<file path="config.mk">
export PLATFORM = sky130hd
export DESIGN_NAME = lmc_control
export DESIGN_NICKNAME = d
export VERILOG_FILES = /design/src/rtl/lmc_pkg.sv /design/src/rtl/lmc_alu.sv /design/src/rtl/lmc_control.sv
export SDC_FILE = /design/constraint.sdc
export NUM_CORES = 1
export LEC_CHECK = 0
export ABC_AREA = 1
export CAP_MARGIN = 20
export CORE_MARGIN = 2
export CORE_UTILIZATION = 35
export CTS_BUF_LIST = sky130_fd_sc_hd__clkbuf_4
export DETAILED_ROUTE_END_ITERATION = 12
export HOLD_SLACK_MARGIN = 0.05
export SLEW_MARGIN = 20
export SYNTH_ARGS = -nofsm -noshare
export SYNTH_HDL_FRONTEND = slang
export SYNTH_HIERARCHICAL = 1
export SYNTH_SLANG_ARGS = --single-unit
export TNS_END_PERCENT = 5
</file>
<file path="constraint.sdc">
create_clock -name clk -period 5.55 [get_ports clk]
set_input_delay 1.665 -clock clk [delete_from_list [all_inputs] [get_ports clk]]
set_output_delay 1.665 -clock clk [all_outputs]
set_load 0.02 [all_outputs]
</file>
<file path="src/rtl/lmc_pkg.sv">
`default_nettype none
// +----------------------------------------------------------------------------+
// | Module      : lmc_pkg                                                      |
// | Description : Shared types, opcode constants and instruction decoder for   |
// |               the Little Man Computer controller.                          |
// |               Contents: state_t, OP_* opcodes, IO_INP/IO_OUT, LMC_MAX,     |
// |               decode_t and lmc_decode().                                   |
// | Revision    : 1.0 - initial release                                        |
// +----------------------------------------------------------------------------+
package lmc_pkg;

   localparam int LMC_DATA_W = 11;

   localparam logic [3:0] OP_HLT = 4'd0;
   localparam logic [3:0] OP_ADD = 4'd1;
   localparam logic [3:0] OP_SUB = 4'd2;
   localparam logic [3:0] OP_STA = 4'd3;
   localparam logic [3:0] OP_LDA = 4'd5;
   localparam logic [3:0] OP_BRA = 4'd6;
   localparam logic [3:0] OP_BRZ = 4'd7;
   localparam logic [3:0] OP_BRP = 4'd8;
   localparam logic [3:0] OP_IO  = 4'd9;

   localparam logic [6:0] IO_INP = 7'd1;
   localparam logic [6:0] IO_OUT = 7'd2;

   localparam logic [LMC_DATA_W-1:0] LMC_MAX = 11'd999;

   typedef enum logic [1:0] {
      S_IDLE  = 2'd0,
      S_FETCH = 2'd1,
      S_EXEC  = 2'd2,
      S_HALT  = 2'd3
   } state_t;

   typedef struct packed {
      logic [3:0] opcode;
      logic [6:0] operand;
      logic       legal;
   } decode_t;

   // Splits a decimal word into opcode (hundreds) and operand (tens/units) and
   // flags every encoding that has no defined meaning. Operand-value checks
   // (memory word or INP value out of range) happen at execute time.
   function automatic decode_t lmc_decode(input logic [LMC_DATA_W-1:0] word);
      decode_t d;
      d.opcode  = 4'(word / 11'd100);
      d.operand = 7'(word % 11'd100);
      d.legal   = (word <= LMC_MAX)
                  && (d.opcode != 4'd4)
                  && !((d.opcode == OP_IO) && (d.operand != IO_INP) && (d.operand != IO_OUT))
                  && !((d.opcode == OP_HLT) && (d.operand != 7'd0));
      return d;
   endfunction

endpackage
`default_nettype wire

</file>
<file path="src/rtl/lmc_alu.sv">
`default_nettype none
// +----------------------------------------------------------------------------+
// | Module      : lmc_alu                                                      |
// | Description : Combinational decimal ALU. ADD wraps modulo 1000; SUB        |
// |               borrows by adding 1000 and raises the negative flag.         |
// |               Ports: i_acc, i_m (operands 0..999), i_sub (1=SUB, 0=ADD),   |
// |               o_result (0..999), o_neg.                                    |
// | Revision    : 1.0 - initial release                                        |
// +----------------------------------------------------------------------------+
module lmc_alu #(
   parameter int DATA_W = 11
) (
   input  logic [DATA_W-1:0] i_acc,
   input  logic [DATA_W-1:0] i_m,
   input  logic              i_sub,
   output logic [DATA_W-1:0] o_result,
   output logic              o_neg
);

   localparam logic [DATA_W-1:0] c_mod = DATA_W'(1000);

   logic [DATA_W-1:0] w_sum;
   logic              w_borrow;

   // Operands never exceed 999, so ACC+m (<=1998) and ACC+1000-m fit DATA_W.
   assign w_sum    = i_acc + i_m;
   assign w_borrow = (i_acc < i_m);

   always_comb begin
      o_result = '0;
      o_neg    = 1'b0;
      if (i_sub) begin
         o_neg    = w_borrow;
         o_result = w_borrow ? (i_acc + c_mod - i_m) : (i_acc - i_m);
      end else begin
         o_result = (w_sum >= c_mod) ? (w_sum - c_mod) : w_sum;
      end
   end

endmodule
`default_nettype wire

</file>
<file path="src/rtl/lmc_control.sv">
`default_nettype none
// +----------------------------------------------------------------------------+
// | Module      : lmc_control                                                  |
// | Description : Fetch/decode/execute sequencer for the Little Man Computer.  |
// |               Sole master of the 100-word memory; holds PC, IR, ACC, neg.  |
// |               Ports: clk, reset (sync, active-high), i_start;              |
// |               memory o_mem_addr/o_mem_wdata/o_mem_we/i_mem_rdata;          |
// |               INP i_in_data/i_in_valid/o_in_ready;                         |
// |               OUT o_out_data/o_out_valid/i_out_ready;                      |
// |               status o_halted/o_illegal; debug o_pc/o_acc.                 |
// | Revision    : 1.0 - initial release                                        |
// +----------------------------------------------------------------------------+
module lmc_control
   import lmc_pkg::*;
#(
   parameter int ADDR_W    = 7,
   parameter int DATA_W    = 11,
   parameter int MEM_WORDS = 100
) (
   input  logic              clk,
   input  logic              reset,
   input  logic              i_start,
   output logic [ADDR_W-1:0] o_mem_addr,
   output logic [DATA_W-1:0] o_mem_wdata,
   output logic              o_mem_we,
   input  logic [DATA_W-1:0] i_mem_rdata,
   input  logic [DATA_W-1:0] i_in_data,
   input  logic              i_in_valid,
   output logic              o_in_ready,
   output logic [DATA_W-1:0] o_out_data,
   output logic              o_out_valid,
   input  logic              i_out_ready,
   output logic              o_halted,
   output logic              o_illegal,
   output logic [ADDR_W-1:0] o_pc,
   output logic [DATA_W-1:0] o_acc
);

   state_t            r_state, w_state_nxt;
   logic [ADDR_W-1:0] r_pc, w_pc_nxt;
   logic [DATA_W-1:0] r_ir, w_ir_nxt;
   logic [DATA_W-1:0] r_acc, w_acc_nxt;
   logic              r_neg, w_neg_nxt;
   logic              r_illegal, w_illegal_nxt;

   decode_t           w_dec;
   logic [ADDR_W-1:0] w_operand;
   logic [DATA_W-1:0] w_alu_result;
   logic              w_alu_neg;
   logic              w_m_ok;
   logic              w_in_ok;

   assign w_dec     = lmc_decode(LMC_DATA_W'(r_ir));
   assign w_operand = ADDR_W'(w_dec.operand);
   assign w_m_ok    = (i_mem_rdata <= DATA_W'(LMC_MAX));
   assign w_in_ok   = (i_in_data <= DATA_W'(LMC_MAX));

   lmc_alu #(
      .DATA_W   (DATA_W)
   ) u_alu (
      .i_acc    (r_acc),
      .i_m      (i_mem_rdata),
      .i_sub    (w_dec.opcode == OP_SUB),
      .o_result (w_alu_result),
      .o_neg    (w_alu_neg)
   );

   always_ff @(posedge clk) begin
      if (reset) begin
         r_state   <= S_IDLE;
         r_pc      <= '0;
         r_ir      <= '0;
         r_acc     <= '0;
         r_neg     <= 1'b0;
         r_illegal <= 1'b0;
      end else begin
         r_state   <= w_state_nxt;
         r_pc      <= w_pc_nxt;
         r_ir      <= w_ir_nxt;
         r_acc     <= w_acc_nxt;
         r_neg     <= w_neg_nxt;
         r_illegal <= w_illegal_nxt;
      end
   end

   // Strobes depend only on state and IR, never on i_in_valid/i_out_ready.
   always_comb begin
      w_state_nxt   = r_state;
      w_pc_nxt      = r_pc;
      w_ir_nxt      = r_ir;
      w_acc_nxt     = r_acc;
      w_neg_nxt     = r_neg;
      w_illegal_nxt = r_illegal;
      o_mem_addr    = r_pc;
      o_mem_we      = 1'b0;
      o_in_ready    = 1'b0;
      o_out_valid   = 1'b0;

      case (r_state)
         S_IDLE: begin
            if (i_start) w_state_nxt = S_FETCH;
         end
         S_FETCH: begin
            w_ir_nxt    = i_mem_rdata;
            w_pc_nxt    = (r_pc == ADDR_W'(MEM_WORDS - 1)) ? '0 : r_pc + 1'b1;
            w_state_nxt = S_EXEC;
         end
         S_EXEC: begin
            o_mem_addr  = w_operand;
            w_state_nxt = S_FETCH;
            if (!w_dec.legal) begin
               w_state_nxt   = S_HALT;
               w_illegal_nxt = 1'b1;
            end else begin
               case (w_dec.opcode)
                  OP_HLT: w_state_nxt = S_HALT;
                  OP_ADD, OP_SUB: begin
                     if (w_m_ok) begin
                        w_acc_nxt = w_alu_result;
                        w_neg_nxt = w_alu_neg;
                     end else begin
                        w_state_nxt   = S_HALT;
                        w_illegal_nxt = 1'b1;
                     end
                  end
                  OP_STA: o_mem_we = 1'b1;
                  OP_LDA: begin
                     if (w_m_ok) begin
                        w_acc_nxt = i_mem_rdata;
                        w_neg_nxt = 1'b0;
                     end else begin
                        w_state_nxt   = S_HALT;
                        w_illegal_nxt = 1'b1;
                     end
                  end
                  OP_BRA: w_pc_nxt = w_operand;
                  OP_BRZ: if (r_acc == '0) w_pc_nxt = w_operand;
                  OP_BRP: if (!r_neg) w_pc_nxt = w_operand;
                  OP_IO: begin
                     if (w_dec.operand == IO_INP) begin
                        o_in_ready  = 1'b1;
                        w_state_nxt = S_EXEC;
                        if (i_in_valid) begin
                           if (w_in_ok) begin
                              w_acc_nxt   = i_in_data;
                              w_neg_nxt   = 1'b0;
                              w_state_nxt = S_FETCH;
                           end else begin
                              w_state_nxt   = S_HALT;
                              w_illegal_nxt = 1'b1;
                           end
                        end
                     end else begin
                        o_out_valid = 1'b1;
                        w_state_nxt = i_out_ready ? S_FETCH : S_EXEC;
                     end
                  end
                  default: ;
               endcase
            end
         end
         S_HALT: ;
         default: w_state_nxt = S_IDLE;
      endcase
   end

   assign o_mem_wdata = r_acc;
   assign o_out_data  = r_acc;
   assign o_halted    = (r_state == S_HALT);
   assign o_illegal   = r_illegal;
   assign o_pc        = r_pc;
   assign o_acc       = r_acc;

endmodule
`default_nettype wire

</file>
# After elaboration in Yosys (flattened, before gate mapping)
# Index checks and enable logic that the tools add are counted.
dict set report totals {
  reg_bits 33
  latchBits 0
  ram_bits 0
  mem_bits_ro 0
  inputBits 27
  output_inout_bits 52
  elab_cells 120
  n_memories 0
}
dict set report op_classes {
  n_addsub 6
  n_mul 0
  div 2
  magnitude_cmp 5
  eq_ne 31
  shift 0
  mux 49
  n_bitwise 0
  reduce_logical 21
}
# op n
set ops {}
lappend ops {{2-to-1 mux 11 bit} 8}
lappend ops {{2-to-1 mux 7 bit} 5}
lappend ops {{<= comparator 11 x 10 -> 1 bit, second input constant} 3}
lappend ops {{case mux 11 bit (3 select lines)} 1}
lappend ops {{2-to-1 mux 1 bit} 22}
lappend ops {{subtractor 11 bit} 2}
lappend ops {{case mux 7 bit (3 select lines)} 1}
lappend ops {{inequality test 3 bit, second input constant} 5}
lappend ops {{2-to-1 mux 2 bit} 7}
lappend ops {{case mux 7 bit (2 select lines)} 1}
lappend ops {{equality test 4 x 3 -> 1 bit, second input constant} 3}
lappend ops {{inequality test 2 bit, second input constant} 6}
lappend ops {{case mux 2 bit (3 select lines)} 2}
lappend ops {{adder 11 x 10 -> 11 bit, second input constant} 1}
lappend ops {{adder 11 bit} 1}
lappend ops {{divider 11 x 7 -> 11 bit, second input constant} 1}
lappend ops {{>= comparator 11 x 10 -> 1 bit, second input constant} 1}
lappend ops {{logical NOT 11 bit} 1}
lappend ops {{less-than comparator 11 bit} 1}
lappend ops {{remainder unit 11 x 7 -> 11 bit, second input constant} 1}
lappend ops {{subtractor 11 x 10 -> 11 bit, second input constant} 1}
lappend ops {{equality test 4 x 2 -> 1 bit, second input constant} 2}
lappend ops {{equality test 4 bit, second input constant} 2}
lappend ops {{AND reduction 8 bit} 1}
lappend ops {{26 further kinds} 35}

# Depth between registers and ports, before layout
dict set report depth {
  depth_word 9
  ltp_mapped 35
  mapped_depth_nobuf 35
}

# Modules after synthesis
# The synthesis kept the hierarchy.
# module n_inst cells_per_inst area_per_inst_um2 seq_area_each_um2
set by_module_without_submodules {}
lappend by_module_without_submodules {lmc_control 1 481 2977.9 660.6}
lappend by_module_without_submodules {lmc_alu 1 380 2331.0 0.0}

# Worst setup path before layout
# Ideal clock, no wire load.
dict set report synth_timing {
  kind {register -> output}
  from {register r_ir[7]}
  to {output port o_mem_we}
  arrival_time_ns 3.153
  t_required_ns 3.885
  slack_ns 0.732
  stages_incl_launch_ff 25
  path_buffers 0
  cell_sequence {dfxtp_1 -> nor2_1 -> nand2_1 -> nand2_1 -> inv_2 -> nor2_1 -> nand2_1 -> nor2_1 -> o21bai_2 -> nand2_4 -> nand2_1 -> nand2_2 -> nor2_2 -> nand2_2 -> nand3_1 -> nand4_2 -> nand2_2 -> nand2_4 -> nand2_1 -> nand2_2 -> nor2_4 -> nand3_2 -> nand3_1 -> nand4_2 -> nor3_1}
}
dict set report synth_via {
  elab_chain_len 9
  word_cells_on_any_way 21
  classes_between {div (2); order compare (1); eq/ne (5); mux (3); reduce/logical (10)}
}
# element line
set synth_rtl {}
lappend synth_rtl {{start, declared} lmc_control.sv:41} ;# logic [DATA_W-1:0] r_ir, w_ir_nxt;
lappend synth_rtl {{start signal, assigned} lmc_control.sv:79} ;# r_ir <= w_ir_nxt;
lappend synth_rtl {{remainder unit 11 x 7 -> 11 bit / divider 11 x 7 -> 11 bit (equally long branches)} {lmc_pkg.sv:48, lmc_pkg.sv:47}}
lappend synth_rtl {{inequality test 7 x 1 -> 1 bit / equality test 4 bit (equally long branches)} lmc_pkg.sv:51} ;# && !((d.opcode == OP_IO) && (d.operand != IO_INP) && (d.operand != IO_OUT))
lappend synth_rtl {{logical AND 1 bit (2 in series)} lmc_pkg.sv:51}
lappend synth_rtl {{logical NOT 1 bit} lmc_pkg.sv:51}
lappend synth_rtl {{logical AND 1 bit} lmc_pkg.sv:51}
lappend synth_rtl {{logical AND 1 bit} lmc_pkg.sv:52} ;# && !((d.opcode == OP_HLT) && (d.operand != 7'd0));
lappend synth_rtl {{2-to-1 mux 1 bit *} lmc_control.sv:111} ;# if (!w_dec.legal) begin
lappend synth_rtl {{2-to-1 mux 1 bit *} lmc_control.sv:99} ;# case (r_state)
lappend synth_rtl {{end, declared} lmc_control.sv:25} ;# output logic o_mem_we,
# Every way passes the cells marked *; elsewhere a longest branch is shown, timed or not.

# Worst setup path after layout
dict set report layout_timing {
  from {register r_ir[8]}
  to {output port o_out_valid}
}
dict set report layout_via {
  elab_chain_len 9
  word_cells_on_any_way 22
  classes_between {div (2); order compare (1); eq/ne (5); mux (4); reduce/logical (10)}
}
# element line
set layout_rtl {}
lappend layout_rtl {{remainder unit 11 x 7 -> 11 bit / divider 11 x 7 -> 11 bit (equally long branches)} {lmc_pkg.sv:48, lmc_pkg.sv:47}}
lappend layout_rtl {{inequality test 7 x 1 -> 1 bit / equality test 4 bit (equally long branches)} {lmc_pkg.sv:51, lmc_control.sv:115}}
lappend layout_rtl {{logical AND 1 bit (2 in series)} lmc_pkg.sv:51}
lappend layout_rtl {{logical NOT 1 bit} lmc_pkg.sv:51}
lappend layout_rtl {{logical AND 1 bit} lmc_pkg.sv:51}
lappend layout_rtl {{logical AND 1 bit} lmc_pkg.sv:52}
lappend layout_rtl {{2-to-1 mux 1 bit *} lmc_control.sv:111}
lappend layout_rtl {{2-to-1 mux 1 bit *} lmc_control.sv:99}
lappend layout_rtl {{end, declared} lmc_control.sv:31} ;# output logic o_out_valid,
# Marks and branches as above.

==> qor.yml <==
grt:
  grt_pass1_wl_um: 25270
  grt_max_degree: 30
  antenna_found_initial: 0
  gr-total-overflow: 0
  grt_usage: 0.1914
  grt_pass1_vias: 5028
route:
  post_drt_wl_per_cell_um: 14.12
  detail-route-antenna-nets: 0
  wl_met2_um: 6460
  drt-pass1-iter-count: 5
  top_layer: "met4"
  routed_via_density: 5.043
  wl_met3_um: 839
  first_iter_violations: 345
  drcViolationCount: 0
  vias: 5552
  routed_wl_um: 15540
  wl_met1_um: 8090
synth:
  syn-cell-area_um2: 5309
  synth_cell_types: 53
  synth_mux_area_frac: 0.001885
  yosys.area.top_type: "nand2_1"
  syn_nets: 936
  ys_ff_latch: 33
  synth_top_family_by_area: "simple AND/OR/NAND/NOR gates"
  yosysTopAreaCellShare: 0.1421
  synth-simple-area-share: 0.3823
  ys_seq_area_frac: 0.1244
  synthCells: 861
  syn_area_per_cell_um2: 6.166
  ys_warn_count: 6
  synth_fa_ha_area_frac: 0.1216
  synth_xor_area_frac: 0.04643
  ys_top_cells_by_area: "nand2_1 14%, dfxtp_1 12%, ha_1 9.9%"
  synth_compound_gate_area_share: 0.1709
pwr:
  p_total_mw: 1.720
  p_sw_mw: 0.9590
  p_leak_nw: 2.952
  swShare: 0.5574
  seq_power_share: 0.184
  pwr-share-comb: 0.731
  power_density_nw_per_um2: 277.4
  p_int_mw: 0.7614
  clkPwrFrac: 0.085
  ir_worst_vdd_uv: 112.5
clock_tree:
  cts_buffers: 5
  root_buffer: "clkbuf_4"
  cts_max_level: 2
  clk_path_buf_depth: 2
  cts.sinks: 33
  cts_setup_buffers: 0
  cts_tree: "done"
  clkTransAtPathRegs_ps: 130
  insertion_delay_ps: 360
placed_design:
  gp_congestion: 0.9011
  dp_slack_ps: 33.57
  hpwlAfterDp_um: 12690
  placed_area_um2: 6102
  io_buffer_count: 78
floorplan:
  core-area_um2: 15030
  fp.dieArea_um2: 16170
  die_h_um: 127.2
  die_w_um: 127.2
  io_pins: 79
  std_cell_rows: 45
  initial_core_util: 0.3531
critical_path:
  worstSetupStartpointType: "flop"
  crit_path_start: "r_ir[8]"
  path_common_cell: "nand2_2"
  slowest_stage: "dfxtp_1"
  arrival_ps: 3780
  slowest_delay_ps: 420
  path_max_fanout: 7
  r2r_start: "r_ir[8]"
  crit_family: "simple AND/OR/NAND/NOR gates"
  worst_r2r_endpoint: "o_acc[3]"
  required_ps: 3880
  worstRegToRegCells: 33
  end_kind: "primary output"
  rrSetupSlack_ps: 1450
  crit_buf_inv: 3
  timing_worst_setup_path_type: "reg2out"
final_layout:
  drive_above_1_share: 0.1205
  final_cell_mix: "201 x nand2_1, 117 x inv_1, 74 x nor2_1"
  area_growth_syn_to_layout_pct: 16.83
  finish.instance_area_um2: 6202
  n_antenna_cell: 0
  final_common_cell: "nand2_1"
  utilization: 0.4126
  layout.nets: 987
run:
  cap_violations: 0
timing:
  hold_viol: 0
  worst_pin_slew_ps: 822.8
  period_minus_slack_ps: 5440
  post-route-period-util: 0.9802
  slew_headroom: 0.4509
  fin_ws_ps: 109.6
  tns_ps: 0
  fmax_mhz: 183.8
  maxSlewViolCount: 0
  finClkSkew_ps: 23.59
  rsz0062_at_grt: "true"
  setup_viol: 0
outcome:
  run_status: "completed"
hold_path:
  hold_path_startpoint: "o_illegal"
  whs_path_depth: 2
  hp-class: "reg2reg"
  holdPathEnd: "o_illegal"
-- per-layer routing --
layer / track usage / vias up
met5: 0 / -
met4: 0.03297 / 0
met3: 0.02596 / 14
met2: 0.2919 / 179
met1: 0.2899 / 2488
li1: - / 2871
-- worst reg2reg max path: cells and delay by family, from the launching register on --
kind / cells / cell delay, ps
buffers and inverters: 7 / 790
and+or+nand+nor: 24 / 2420
DFF: 1 / 420
AOI/OAI and AO/OA: 2 / 390
-- power groups by stage --
stage / clock network, mW / logic [mW] / registers (mW)
6_report: 0.146 / 1.26 / 0.316
4_1_cts: 0.149 / 1.25 / 0.316
5_1_grt: 0.158 / 1.42 / 0.323
3_5_place_dp: 0 / 1.24 / 0.321
2_1_floorplan: 0 / 0.924 / 0.328
3_3_place_gp: 0 / 1.25 / 0.320
-- cell families (layout without fill, tap and decap cells) --
family / after synthesis / in the layout
and+or+nand+nor: 421 / 421
buffers and inverters: 181 / 233
AOI/OAI and AO/OA: 151 / 151
adders and majority gates: 48 / 48
DFF: 33 / 33
xor gates and xnor gates: 26 / 26
muxes: 1 / 1
-- registers in the layout (all words and copies together) (netlist names) --
name,cells
r_ir,11
o_pc,7
r_neg,1
o_acc,11
o_illegal,1
r_state,2
-- stage by stage --
step	hold WS (ps)	std cells
after floorplan	480.0	861
after global placement	467.9	1093
after detailed placement	473.5	1093
after CTS	491.8	1101
after global routing	521.9	1101
final	491.3	1101
-- cell usage after synthesis (all sizes together) --
library cell and n:
a21o 3, o311ai 1, xor2 22, clkbuf 8, dfxtp 33, a221oi 6, o41ai 2, a31oi 7
nor3 15, o211ai 8, nand2 230, a211oi 1, fa 6, clkinv 2, nand4 18, inv 137
a21boi 1, a31o 2, or2 1, nor4 2, mux2i 1, a21oi 44, xnor2 4, a22o 5
nor2 86, ha 42, o21bai 8, o21ai 62, buf 34, o2111ai 1, nand3 69
-- cell type report --
type	instances	area, µm²
clock buffers	5	37.54
inverters	139	526.8
multi-input cells	647	3864
fillers	1605	8831
flip-flops and latches	33	665.6
well taps	188	235.2
repair buffers	86	855.8
clock inverters	3	17.52
-- how the worst max path moves through the flow --
stage | to | slack, ps | cells past startpoint
6_report | o_out_valid | 110 | 25
5_1_grt | o_out_valid | -310 | 27
4_1_cts | o_mem_we | 30 | 25
3_5_place_dp | o_mem_we | 30 | 26
3_3_place_gp | o_mem_we | 180 | 26
2_1_floorplan | o_mem_we | 730 | 24
-- timing repair --
item                                    4_1_cts  5_1_grt
hold buffers                                  0        0
resized for setup                            13       10
endpoints found under the hold margin         0        0
pin swaps                                     0        0
endpoints found under the setup margin        3        7
Power figures use the tool's default switching activity.
